--- config.mk ---
export PLATFORM = sky130hd
export DESIGN_NAME = video_fetch_shifter
export DESIGN_NICKNAME = d
export VERILOG_FILES = /design/src/rtl/video_fetch_shifter.sv
export SDC_FILE = /design/constraint.sdc
export NUM_CORES = 1
export LEC_CHECK = 0
export BUFFER_PORTS_ARGS = -buffer_cell sky130_fd_sc_hd__buf_2
export CORE_ASPECT_RATIO = 1.2
export CORE_UTILIZATION = 49
export CTS_BUF_LIST = sky130_fd_sc_hd__clkbuf_16
export CTS_CLUSTER_SIZE = 28
export DETAILED_ROUTE_END_ITERATION = 8
export HOLD_SLACK_MARGIN = 0.06
export PLACE_DENSITY = 0.88
export SYNTH_ARGS = -nofsm -noshare
export SYNTH_HDL_FRONTEND = slang
export SYNTH_SLANG_ARGS = --single-unit
--- constraint.sdc ---
create_clock -name clock -period 2 [get_ports clock]
set_input_delay 0.1 -clock clock [delete_from_list [all_inputs] [get_ports clock]]
set_output_delay 0.1 -clock clock [all_outputs]
set_load 0.02 [all_outputs]
--- src/rtl/video_fetch_shifter.sv ---
// video_fetch_shifter: per character cell, fetches one 24-bit three-plane word
// from VRAM over a req/ack port and serialises 8 pixels per plane. Colour and
// de/hs/vs come out exactly one character period after the CRTC presented them.
// Optional feature macro: VFS_CURSOR_EN (cursor delayed like de and inverts
// the displayed pixels while active).
module video_fetch_shifter #(
  parameter int AW     = 16,
  parameter int UCNT_W = 8
) (
  input  logic              clock,
  input  logic              reset,
  input  logic              crtc_ce,
  input  logic              pix_ce,
  input  logic              de,
  input  logic              hs,
  input  logic              vs,
  input  logic              cursor,
  input  logic [13:0]       ma,
  input  logic [4:0]        ra,
  output logic              vram_req,
  output logic [AW-1:0]     vram_addr,
  input  logic              vram_ack,
  input  logic [23:0]       vram_d,
  output logic              r,
  output logic              g,
  output logic              b,
  output logic              de_o,
  output logic              hs_o,
  output logic              vs_o,
  output logic [UCNT_W-1:0] underrun
);

  typedef enum logic [1:0] {IDLE, REQ, LATE} state_t;

  state_t              state_q, state_d;
  logic                req_q, req_d;
  logic [AW-1:0]       addr_q, addr_d;
  logic [23:0]         hold_q, hold_d;
  logic                hold_valid_q, hold_valid_d;
  logic                bypass;
  logic [AW-1:0]       cell_addr;
  logic [23:0]         load_data;
  logic                load_valid;

  logic [7:0]          sr_r_q, sr_g_q, sr_b_q;
  logic                de_h_q, hs_h_q, vs_h_q;
  logic                de_o_q, hs_o_q, vs_o_q;
  logic [UCNT_W-1:0]   underrun_q;
  logic                inv;

  // Upper ma bits and ra[4:3] are deliberately ignored; cursor is only
  // consumed when the cursor feature is built in.
  logic                unused_inputs;
  assign unused_inputs = ^{cursor, ma, ra};

  assign cell_addr = {ma[AW-4:0], ra[2:0]};

  // Fetch FSM next state: request per displayed cell, detect late acks.
  always_comb begin
    state_d      = state_q;
    req_d        = req_q;
    addr_d       = addr_q;
    hold_d       = hold_q;
    hold_valid_d = hold_valid_q;
    bypass       = 1'b0;
    if (crtc_ce) hold_valid_d = 1'b0;
    case (state_q)
      IDLE: begin
        if (crtc_ce && de) begin
          addr_d  = cell_addr;
          req_d   = 1'b1;
          state_d = REQ;
        end
      end
      REQ: begin
        if (vram_ack) begin
          req_d   = 1'b0;
          state_d = IDLE;
          if (crtc_ce) begin
            // Ack on the load edge: data goes straight to the shifters and
            // the newly presented cell is handled as if from IDLE.
            bypass = 1'b1;
            if (de) begin
              addr_d  = cell_addr;
              req_d   = 1'b1;
              state_d = REQ;
            end
          end else begin
            hold_d       = vram_d;
            hold_valid_d = 1'b1;
          end
        end else if (crtc_ce) begin
          state_d = LATE;
        end
      end
      LATE: begin
        if (vram_ack) begin
          req_d   = 1'b0;
          state_d = IDLE;
          if (crtc_ce && de) begin
            addr_d  = cell_addr;
            req_d   = 1'b1;
            state_d = REQ;
          end
        end
      end
      default: state_d = IDLE;
    endcase
  end

  // Fetch FSM and hold register state.
  always_ff @(posedge clock or posedge reset) begin
    if (reset) begin
      state_q      <= IDLE;
      req_q        <= 1'b0;
      addr_q       <= '0;
      hold_q       <= '0;
      hold_valid_q <= 1'b0;
    end else begin
      state_q      <= state_d;
      req_q        <= req_d;
      addr_q       <= addr_d;
      hold_q       <= hold_d;
      hold_valid_q <= hold_valid_d;
    end
  end

  assign load_valid = bypass | hold_valid_q;
  assign load_data  = bypass ? vram_d : (hold_valid_q ? hold_q : 24'h000000);

  // Character-rate load / pixel-rate shift, timing delay line, underrun count.
  always_ff @(posedge clock or posedge reset) begin
    if (reset) begin
      sr_r_q     <= '0;
      sr_g_q     <= '0;
      sr_b_q     <= '0;
      de_h_q     <= 1'b0;
      hs_h_q     <= 1'b0;
      vs_h_q     <= 1'b0;
      de_o_q     <= 1'b0;
      hs_o_q     <= 1'b0;
      vs_o_q     <= 1'b0;
      underrun_q <= '0;
    end else if (crtc_ce) begin
      sr_r_q <= load_data[23:16];
      sr_g_q <= load_data[15:8];
      sr_b_q <= load_data[7:0];
      de_h_q <= de;
      hs_h_q <= hs;
      vs_h_q <= vs;
      de_o_q <= de_h_q;
      hs_o_q <= hs_h_q;
      vs_o_q <= vs_h_q;
      if (de_h_q && !load_valid && (underrun_q != {UCNT_W{1'b1}}))
        underrun_q <= underrun_q + UCNT_W'(1);
    end else if (pix_ce) begin
      sr_r_q <= {sr_r_q[6:0], 1'b0};
      sr_g_q <= {sr_g_q[6:0], 1'b0};
      sr_b_q <= {sr_b_q[6:0], 1'b0};
    end
  end

`ifdef VFS_CURSOR_EN
  logic cursor_h_q, cursor_o_q;

  // Cursor follows the same two-stage character delay as de.
  always_ff @(posedge clock or posedge reset) begin
    if (reset) begin
      cursor_h_q <= 1'b0;
      cursor_o_q <= 1'b0;
    end else if (crtc_ce) begin
      cursor_h_q <= cursor;
      cursor_o_q <= cursor_h_q;
    end
  end

  assign inv = cursor_o_q & de_o_q;
`else
  assign inv = 1'b0;
`endif

  assign r         = (sr_r_q[7] ^ inv) & de_o_q;
  assign g         = (sr_g_q[7] ^ inv) & de_o_q;
  assign b         = (sr_b_q[7] ^ inv) & de_o_q;
  assign de_o      = de_o_q;
  assign hs_o      = hs_o_q;
  assign vs_o      = vs_o_q;
  assign vram_req  = req_q;
  assign vram_addr = addr_q;
  assign underrun  = underrun_q;

endmodule

Word level (Yosys, flattened, before mapping)
Cells that the tools add are included.

storage, ports and cells
  logic and storage cells = 78
  bits of input ports = 52
  bits in registers = 82

cells by class
  $add $sub $neg = 1
  bitwise operators = 5
  eq/ne operators = 9
  mux-type cells = 36
  reductions and logical operators = 12

operators with widths
  kind                                                 count
  two-way mux 16 bit                                   5
  two-way mux 24 bit                                   2
  two-way mux 8 bit                                    6
  one-hot mux 16 bit (3 select lines)                  1
  two-way mux 1 bit                                    16
  inequality test 2 bit, second input constant         5
  adder 8 x 1 -> 8 bit, second input constant          1
  two-way mux 2 bit                                    4
  inequality test 8 bit, second input constant         1
  one-hot mux 2 bit (3 select lines)                   1
  AND reduction 3 bit                                  2
  AND reduction 5 bit                                  1
  AND reduction 4 bit                                  1
  bitwise AND 1 bit                                    3
  logical AND 1 bit                                    3
  inequality test 3 bit, second input constant         1
  one-hot mux 1 bit (3 select lines)                   1
  nonzero test 3 bit                                   1
  equality test 2 x 1 -> 1 bit, second input constant  1
  equality test 2 bit, second input constant           1
  zero test 2 bit                                      1
  AND reduction 2 bit                                  1
  nonzero test 2 bit                                   1
  zero test 1 bit                                      1
  other kinds (2)                                      2

Longest topological paths before layout
Gate-level depths: netlist of the first run.

  word-level depth = 8
  gate-level depth with buffers = 8
  depth with buffers taken out = 6

Worst setup path before layout of the first run
No wires, ideal clock.

  path kind = reg2reg
  start point = register state_q[0]
  end point = register addr_q[0], in the netlist vram_addr[0]
  data arrival time = 1.608 ns
  setup slack = 0.267 ns
  buffers on the path = 1
  setup time = 0.125 ns
  stages on the path, launching flop included = 8
  cell sequence = dfrtp_1 -> inv_1 -> ha_1 -> o21ba_4 -> nor2_8 -> o211ai_4 -> buf_6 -> mux2_4

between the ends
  longest elaborated chain between the ends = 3
  elaborated cells between the ends (all ways) = 10
  those cells by class = eq/ne (6); mux (1); reduce/logical (3)

ends and longest elaborated chain
  element                                                                line  text
  start, declared                                                        35    state_t state_q, state_d;
  start signal, assigned                                                 120   state_q <= state_d;
  equality test 2 x 1 -> 1 bit (tied with other cells)                   67    case (state_q)
  inequality test 2 bit (no line) or nonzero test 3 bit (tied branches)  --
  AND reduction 5 bit (no line)                                          --
  end signal, assigned                                                   122   addr_q <= addr_d;
  end, declared                                                          37    logic [AW-1:0] addr_q, addr_d;

Several ways; a longest one is shown, not always the timed one.
A chain may end at the register's enable or synchronous reset.

Worst setup path in the final report of the first run
Same ends and word-level chain as after synthesis.

==> results of run 1 <==
power groups by stage:
stage | Combinational (W) | Sequential [W] | Clock (W)
2_1_floorplan | 0.00139 | 0.00292 | 0
3_3_place_gp | 0.00216 | 0.00264 | 0
3_5_place_dp | 0.00224 | 0.00270 | 0
4_1_cts | 0.00232 | 0.00268 | 0.00156
5_1_grt | 0.00250 | 0.00276 | 0.00164
6_report | 0.00232 | 0.00270 | 0.00154
through the flow:
| stage | cells | util | power [W] |
|---|---|---|---|
| 3_3_place_gp | 469 | 0.567 | 0.00480 |
| 3_5_place_dp | 469 | 0.567 | 0.00493 |
| 5_1_grt | 528 | 0.660 | 0.00690 |
| 2_1_floorplan | 309 | - | 0.00431 |
| 4_1_cts | 528 | 0.660 | 0.00655 |
| 6_report | 528 | 0.660 | 0.00656 |
logic make-up after synthesis:
kind of cell               after synthesis  synth area share
AOI/OAI and AO/OA                       80             0.152
xor gates and xnor gates                 6            0.0136
adders and majority gates                7            0.0226
buffers and inverters                   49            0.0643
DFF                                     82             0.530
muxes                                   47             0.166
and+or+nand+nor                         38            0.0517
area by class of cell:
type / instances / area [µm²]
sequential: 82 / 2050
clock inverter: 7 / 53.8
tap: 92 / 115
multi-input combinational: 178 / 1570
clock buffer: 9 / 225
timing repair buffer: 129 / 922
inverter: 31 / 120
fill: 533 / 2600
layout by cell type (no fill, tap or decap), types with 7 or more instances in the layout:
cell | synthesis | final
a21oi_1 | 43 | 43
a221oi_1 | 14 | 14
a221oi_2 | 7 | 7
buf_2 | 4 | 78
clkbuf_16 | 0 | 9
dfrtp_1 | 82 | 82
dlygate4sd3_1 | 0 | 43
ha_1 | 7 | 7
inv_1 | 31 | 30
mux2_2 | 17 | 17
mux2_4 | 30 | 30
nand2_1 | 7 | 7
nor2_1 | 12 | 12
sequential cells by signal, summed over array words and instances, names as in the netlist:
signal / count
de_h_q: 1
de_o: 1
hold_q: 24
hold_valid_q: 1
hs_h_q: 1
hs_o: 1
sr_b_q: 8
sr_g_q: 8
sr_r_q: 8
state_q: 2
underrun: 8
vram_addr: 16
vram_req: 1
vs_h_q: 1
vs_o: 1
worst max path at each step:
stage               depth (start not counted)        from  slack, ns           end
floorplan                                   7  state_q[0]       0.27  vram_addr[0]
global placement                            7  state_q[1]       0.22     sr_r_q[6]
detailed placement                          7  state_q[1]       0.12     sr_r_q[2]
CTS                                         7  state_q[1]       0.07     sr_r_q[4]
global route                                7  state_q[1]       0.03     sr_r_q[2]
finish                                      7  state_q[0]       0.13  vram_addr[0]
worst min-delay path: stages:
cell,delay (ns)
buf_2,0.17
a21oi_1,0.08
nor2_1,0.07
repair_timing:
item,CTS,global route
endpoints found under the setup margin,0,11
endpoints found under the hold margin,83,0
gates resized for setup,0,1
hold buffers,43,0
per-layer routing:
| layer | track usage | up-vias | share of wire |
|---|---|---|---|
| met5 | 0 | - | 0 |
| met4 | 0.0995 | 0 | 0.019 |
| met3 | 0.0432 | 14 | 0.035 |
| met2 | 0.387 | 82 | 0.54 |
| met1 | 0.282 | 1459 | 0.41 |
| li1 | - | 1341 | - |
==> flow_metrics.tcl, run 1 <==
set metrics [dict create \
    r2r-start "state_q[0]" \
    io_buffers 78 \
    path_clk_slew_ns 0.06 \
    fin_setup_tns_ns 0 \
    ir_drop_mv 0.865 \
    status "finished clean" \
    slew_headroom 0.374 \
    crit_path_max_fanout 16 \
    synth_most_common_cell "dfrtp_1" \
    crit_buf_inv 2 \
    critical_path_class "reg -> reg" \
    drt_iter0_drc 224 \
    reg2reg_depth 7 \
    io_pins 83 \
    syn-instance-count 309 \
    via_per_inst 5.48 \
    crit_chain "inv_1 > ha_1 > o21ba_4 > nor2_8 > o211ai_4 > buf_12 > mux2_4" \
    nets 490 \
    pwr-share-seq 0.411 \
    yosys_warnings 0 \
    syn_area_per_cell_um2 12.5 \
    cp-end-kind "flip-flop" \
    slowest_delay_ns 0.46 \
    ys_ff_latch 82 \
    grt_max_degree 38 \
    wl_per_cell_um 17.0 \
    synth_top_area_frac 0.530 \
    hold_class "in -> reg" \
    antenna_found_initial 0 \
    clock_latency_ns 0.34 \
    dp.final_hpwl_mm 5.45 \
    grt_pass1_vias 3061 \
    start_kind "flip-flop" \
    routed_wirelength_mm 9.00 \
    grt_pass1_wl_mm 14.8 \
    die_area_um2 8270 \
    r2r-end "vram_addr[0]" \
    power_density_nw_per_um2 1300 \
    areaGrowthSynthToFinish_pct 30.7 \
    vias 2896 \
    synth_area_leader_cell "dfrtp_1" \
    path_delay_family "flip-flops" \
    num_rows 35 \
    synth-main-ff-cell "dfrtp_1" \
    pwr-share-comb 0.354 \
    cts_inserted_buffers 9 \
    diodes 0 \
    die_x_um 83.2 \
    netlist_area_um2 3870 \
    initial_core_util 0.505 \
    hold_violations 0 \
    first_pass_iters 4 \
    min_period_over_period 0.936 \
    finalInstanceArea_um2 5060 \
    place.gp.congestion 0.818 \
    ys_top_cells_by_area "dfrtp_1 (53%), mux2_4 (12%), a21oi_1 (5.6%)" \
    finalSetupViolations 0 \
    dp_worst_setup_slack_ns 0.118 \
    crit_required_ns 2.22 \
    drc 0 \
    power_switching_w 0.00226 \
    rsz0062_at_grt "false" \
    tritoncts "yes" \
    layout_setup_ws_ns 0.128 \
    cts_buffer_depth 2 \
    synth_edf_count 0 \
    p_clk_frac 0.235 \
    post-cts-setup-buffers 0 \
    grtUsageTotal 0.227 \
    fmax_ghz 0.534 \
    design.core.area_um2 7660 \
    drive_above_1_share 0.374 \
    maxCapViolations 0 \
    clockRootBuffer "clkbuf_16" \
    die_height_um 99.4 \
    swShare 0.344 \
    whs_path_depth 3 \
    whs_endpoint "hold_valid_q" \
    rrSetupSlack_ns 0.13 \
    synth_nets 368 \
    drv_slew 0 \
    h-tree-depth 3 \
    ys_seq_area_frac 0.530 \
    ys_types 37 \
    placed_cell_area_um2 4350 \
    overflow 0 \
    p_int_w 0.00430 \
    finalClockSkew_ns 0.00820 \
    ys_top_cells_by_count "dfrtp_1 (82), a21oi_1 (43), inv_1 (31)" \
    cp_slowest_cell "dfrtp_1" \
    p_leak_nw 2.47 \
    layout_min_cycle_time_ns 1.87 \
    cts_num_sinks 82 \
    arrival_ns 2.09 \
    ant_nets 0 \
    hold_start "vram_ack" \
    worstMarginPinSlew_ns 0.935 \
    holdWs_ns 0.133 \
    async_flop_share 1.00 \
]
Power figures use the tool's default switching activity.
==> run 2, diff against run 1 <==
--- a/config.mk
+++ b/config.mk
@@ -12,6 +12,7 @@
 export CTS_CLUSTER_SIZE = 28
 export DETAILED_ROUTE_END_ITERATION = 8
 export HOLD_SLACK_MARGIN = 0.06
+export MAX_ROUTING_LAYER = met4
 export PLACE_DENSITY = 0.88
 export SYNTH_ARGS = -nofsm -noshare
 export SYNTH_HDL_FRONTEND = slang
==> run 2 against run 1 <==
Combinational power about the same. Critical path type unchanged. Clock-buffer cell count stayed put. Utilization did not move. Global-route usage increased by 0.74 points. Critical path depth did not move. Die area unchanged. Final cell count unchanged. Sequential power is essentially flat. Setup slack lost 0.0068 ns. Final area unchanged. Via count rose by 0.38%. Wire length down 0.33%.
==> flow_metrics.tcl, run 2 (synthesized netlist as in run 1, its figures left out) <==
set metrics [dict create \
    cp-end-kind "flip-flop" \
    pwr-share-seq 0.411 \
    start_kind "flip-flop" \
    drc 0 \
    maxCapViolations 0 \
    largest-register "hold_q" \
    layoutNonFillerInstCount 528 \
    p_int_w 0.00430 \
    finalPower_w 0.00656 \
    grt_pass1_wl_mm 14.8 \
    pwr-share-comb 0.355 \
    fmax_ghz 0.532 \
    overflow 0 \
    power_switching_w 0.00226 \
    p_leak_nw 2.47 \
    ant_nets 0 \
    swShare 0.344 \
    wl_per_cell_um 17.0 \
    vias 2907 \
    first_pass_iters 4 \
    dp.final_hpwl_mm 5.45 \
    path_clk_slew_ns 0.06 \
    areaGrowthSynthToFinish_pct 30.7 \
    via_per_inst 5.51 \
    dp_worst_setup_slack_ns 0.118 \
    clock_latency_ns 0.34 \
    io_buffers 78 \
    endpoint "sr_r_q[4]" \
    fillers 533 \
    antenna_found_initial 0 \
    p_clk_frac 0.234 \
    drt_iter0_drc 192 \
    diodes 0 \
    rrSetupSlack_ns 0.12 \
    clockRootBuffer "clkbuf_16" \
    critical_path_class "reg -> reg" \
    hold_violations 0 \
    crit_required_ns 2.18 \
    fin_setup_tns_ns 0 \
    ir_drop_mv 0.863 \
    drive_above_1_share 0.374 \
    die_area_um2 8270 \
    finalClockSkew_ns 0.00880 \
    grt_max_degree 38 \
    num_rows 35 \
    cts_inserted_buffers 9 \
    layout_commonest_cell "dfrtp_1" \
    rsz0062_at_grt "false" \
    post-cts-setup-buffers 0 \
    startpoint "state_q[1]" \
    die_height_um 99.4 \
    dp.cells 469 \
    cts_buffer_depth 2 \
    io_pins 83 \
    layout_min_cycle_time_ns 1.88 \
    hold_start "vram_ack" \
    drv_slew 0 \
    mostFrequentLayoutCells "dfrtp_1 (82), buf_2 (78), a21oi_1 (43), dlygate4sd3_1 (43)" \
    worstMarginPinSlew_ns 0.906 \
    layout_setup_ws_ns 0.121 \
    min_period_over_period 0.940 \
    routed_wirelength_mm 8.97 \
    grt_pass1_vias 3064 \
    holdWs_ns 0.138 \
    slew_headroom 0.394 \
    reg2reg_depth 7 \
    hold_class "in -> reg" \
    r2r-start "state_q[1]" \
    tritoncts "yes" \
    initial_core_util 0.505 \
    design.core.area_um2 7660 \
    crit_path_max_fanout 24 \
    r2r-end "sr_r_q[4]" \
    largest_reg_flops 24 \
    finalSetupViolations 0 \
    status "finished clean" \
    grtUsageTotal 0.234 \
    power_density_nw_per_um2 1300 \
    cts_num_sinks 82 \
    arrival_ns 2.06 \
    die_x_um 83.2 \
    h-tree-depth 3 \
    nets 490 \
    place.gp.congestion 0.830 \
]
## run 2: through the flow
stage          area, µm²  utilization
6_report            5060        0.660
5_1_grt             5060        0.660
4_1_cts             5060        0.660
3_5_place_dp        4350        0.567
3_3_place_gp        4350        0.567
2_1_floorplan       3880            -
## run 2: worst max-delay path, stage by stage, from the launching register on
cell and delay [ns]:
dfrtp_1 0.42, inv_1 0.14, ha_1 0.29, a21boi_2 0.12
and2_1 0.18, buf_6 0.19, a221oi_1 0.30, a21oi_1 0.08
## run 2: per-layer routing
| layer | global-route usage | vias to the layer above | routed length (µm) |
|---|---|---|---|
| met3 | 0.0357 | 15 | 281 |
| met4 | 0.111 | 0 | 195 |
| li1 | - | 1338 | - |
| met5 | - | - | 0 |
| met1 | 0.284 | 1466 | 3650 |
| met2 | 0.387 | 88 | 4840 |
## run 2: final cells by class
class | instances | area (µm²) | share of cell area
Sequential cell | 82 | 2050 | 0.405
Clock inverter | 7 | 53.8 | 0.0106
Timing Repair Buffer | 129 | 922 | 0.182
Multi-Input combinational cell | 178 | 1570 | 0.311
Clock buffer | 9 | 225 | 0.0445
Tap cell | 92 | 115 | 0.0227
Inverter | 31 | 120 | 0.0237
## run 2: worst min-delay path by stage
stage | end | slack, ns | depth (start not counted)
finish | hold_valid_q | 0.14 | 3
global route | hold_valid_q | 0.15 | 3
CTS | hold_valid_q | 0.12 | 3
detailed placement | hold_q[19] | 0.27 | 2
global placement | hold_q[19] | 0.25 | 2
floorplan | sr_b_q[0] | 0.24 | 2
## run 2: power groups by stage
stage	Sequential, W	Clock [W]	Combinational (W)
after floorplan	0.00292	0	0.00139
after global placement	0.00264	0	0.00216
after detailed placement	0.00270	0	0.00224
after CTS	0.00268	0.00156	0.00232
after global routing	0.00276	0.00165	0.00250
final	0.00270	0.00154	0.00233
## run 2: what timing repair did
action,CTS,global route
gates resized for setup,0,1
hold endpoints to repair,83,0
endpoints found under the setup margin,0,12
hold buffers,43,0
==> run 3, diff against run 2 <==
--- a/config.mk
+++ b/config.mk
@@ -7,13 +7,14 @@
 export LEC_CHECK = 0
 export BUFFER_PORTS_ARGS = -buffer_cell sky130_fd_sc_hd__buf_2
 export CORE_ASPECT_RATIO = 1.2
-export CORE_UTILIZATION = 49
+export CORE_MARGIN = 8
+export CORE_UTILIZATION = 54
 export CTS_BUF_LIST = sky130_fd_sc_hd__clkbuf_16
 export CTS_CLUSTER_SIZE = 28
 export DETAILED_ROUTE_END_ITERATION = 8
 export HOLD_SLACK_MARGIN = 0.06
 export MAX_ROUTING_LAYER = met4
-export PLACE_DENSITY = 0.88
+export PLACE_DENSITY = 0.91
 export SYNTH_ARGS = -nofsm -noshare
 export SYNTH_HDL_FRONTEND = slang
 export SYNTH_SLANG_ARGS = --single-unit
==> constraint.sdc (replaced) <==
create_clock -name clock -period 1.9 [get_ports clock]
set_input_delay 0.095 -clock clock [delete_from_list [all_inputs] [get_ports clock]]
set_output_delay 0.095 -clock clock [all_outputs]
set_load 0.02 [all_outputs]
==> run 3 against run 2 <==
Register-to-register slack got worse by 0.04 ns. Global-route usage fell by 2.9 points. Final cell count grew 0.76%. Setup slack got worse by 0.036 ns. Clock skew fell by 0.0041 ns. Maximum frequency rose by 3.5%. Critical endpoint is now vram_addr[6].
==> flow_metrics.tcl, run 3 (synthesized netlist as in run 1, its figures left out) <==
set metrics [dict create \
    crit_path_max_fanout 16 \
    min_period_over_period 0.956 \
    io_pins 83 \
    finalClockSkew_ns 0.00466 \
    drv_slew 0 \
    via_per_inst 5.49 \
    mostFrequentLayoutCells "dfrtp_1 (81), buf_2 (78), a21oi_1 (43), dlygate4sd3_1 (43)" \
    status "finished clean" \
    finalPower_w 0.00692 \
    worstMarginPinSlew_ns 0.430 \
    vias 2920 \
    arrival_ns 2.02 \
    first_pass_iters 4 \
    cts_num_sinks 82 \
    initial_core_util 0.545 \
    hold_violations 0 \
    power_density_nw_per_um2 1360 \
    crit_required_ns 2.11 \
    clock_latency_ns 0.33 \
    ir_drop_mv 0.745 \
    critical_path_class "reg -> reg" \
    drt_iter0_drc 152 \
    drc 0 \
    cp-end-kind "flip-flop" \
    p_leak_nw 2.47 \
    nets 493 \
    fmax_ghz 0.551 \
    finalSetupViolations 0 \
    antenna_found_initial 1 \
    cts_buffer_depth 2 \
    hold_class "in -> reg" \
    num_rows 34 \
    tritoncts "yes" \
    holdWs_ns 0.164 \
    h-tree-depth 3 \
    largest-register "hold_q" \
    dp.final_hpwl_mm 5.85 \
    start_kind "flip-flop" \
    rsz0062_at_grt "false" \
    die_height_um 109 \
    drive_above_1_share 0.383 \
    io_buffers 78 \
    die_area_um2 10200 \
    path_clk_slew_ns 0.06 \
    cts_inserted_buffers 9 \
    maxCapViolations 0 \
    die_x_um 93.3 \
    grt_max_degree 83 \
    utilization 0.717 \
    layout_min_cycle_time_ns 1.82 \
    layout_commonest_cell "dfrtp_1" \
    wl_per_cell_um 18.2 \
    grt_pass1_vias 3165 \
    areaGrowthSynthToFinish_pct 31.6 \
    ant_nets 0 \
    slew_headroom 0.713 \
    largest_reg_flops 24 \
    grtUsageTotal 0.205 \
    clockRootBuffer "clkbuf_16" \
    grt_pass1_wl_mm 16.1 \
    design.core.area_um2 7100 \
    overflow 0 \
    routed_wirelength_mm 9.66 \
    place.gp.congestion 0.833 \
]
==> run 3: cell types whose count changed in the layout (fill, tap and decap cells not counted), moves of 2 or more <==
| cell | delta |
|---|---|
| buf_4 | +3 |
| clkinvlp_4 | +2 |
| diode_2 | +3 |
| inv_6 | -2 |
==> run 3: final timing paths <==
path | from | to | slack, ns | cells after the start
max in group asynchronous | reset | state_q[0] | 1.10 | 4
min in group asynchronous | reset | sr_g_q[3] | 0.44 | 4
worst min register to register | hold_q[0] | sr_b_q[0] | 0.50 | 2
worst max register to register | state_q[0] | vram_addr[6] | 0.08 | 7
worst max-delay path | state_q[0] | vram_addr[6] | 0.08 | 7
worst min-delay path | vram_ack | hold_valid_q | 0.16 | 3
==> run 3: metrics by stage <==
step / instance area [µm²] / setup WS [ns] / cells / TNS, ns
floorplan: 3880 / 0.167 / 309 / 0
global placement: 4360 / 0.0150 / 469 / 0
detailed placement: 4360 / -0.0770 / 469 / -0.549
CTS: 5080 / 0.0520 / 529 / 0
global route: 5090 / 0.0211 / 530 / 0
finish: 5100 / 0.0845 / 532 / 0
==> run 3: area by class of cell <==
cell class              count  area (µm²)
clock buffers               9         225
inverters                  31         120
well taps                  90         113
clock inverters             7        46.3
flip-flops and latches     82        2050
repair buffers            132         953
multi-input cells         178        1580
fillers                   463        2010
diodes                      3        7.51
==> run 3: timing repair <==
action,CTS,global route
setup buffers,1,0
pin swaps,1,0
endpoints found under the hold margin,129,0
endpoints found under the setup margin,16,38
resized for setup,0,3
hold buffers,43,0
==> run 3: critical path, cell delays in order, from the launching register on <==
cell and delay (ns):
dfrtp_2 0.42, inv_1 0.10, ha_1 0.25, o21ba_4 0.26
nor2_8 0.11, o211ai_4 0.09, buf_12 0.17, mux2_4 0.30
==> run 3: routing by layer <==
| layer | wire length, µm | GRT usage | vias up |
|---|---|---|---|
| met5 | 0 | - | - |
| met4 | 247 | 0.115 | 0 |
| met3 | 361 | 0.0324 | 20 |
| met2 | 5040 | 0.321 | 86 |
| met1 | 4010 | 0.247 | 1464 |
| li1 | - | - | 1350 |
==> run 3: report_power, final <==
| part | internal, W | switching (W) |
|---|---|---|
| Combinational | 0.00127 | 0.00124 |
| Sequential | 0.00240 | 0.000439 |
| Clock | 0.000877 | 0.000695 |
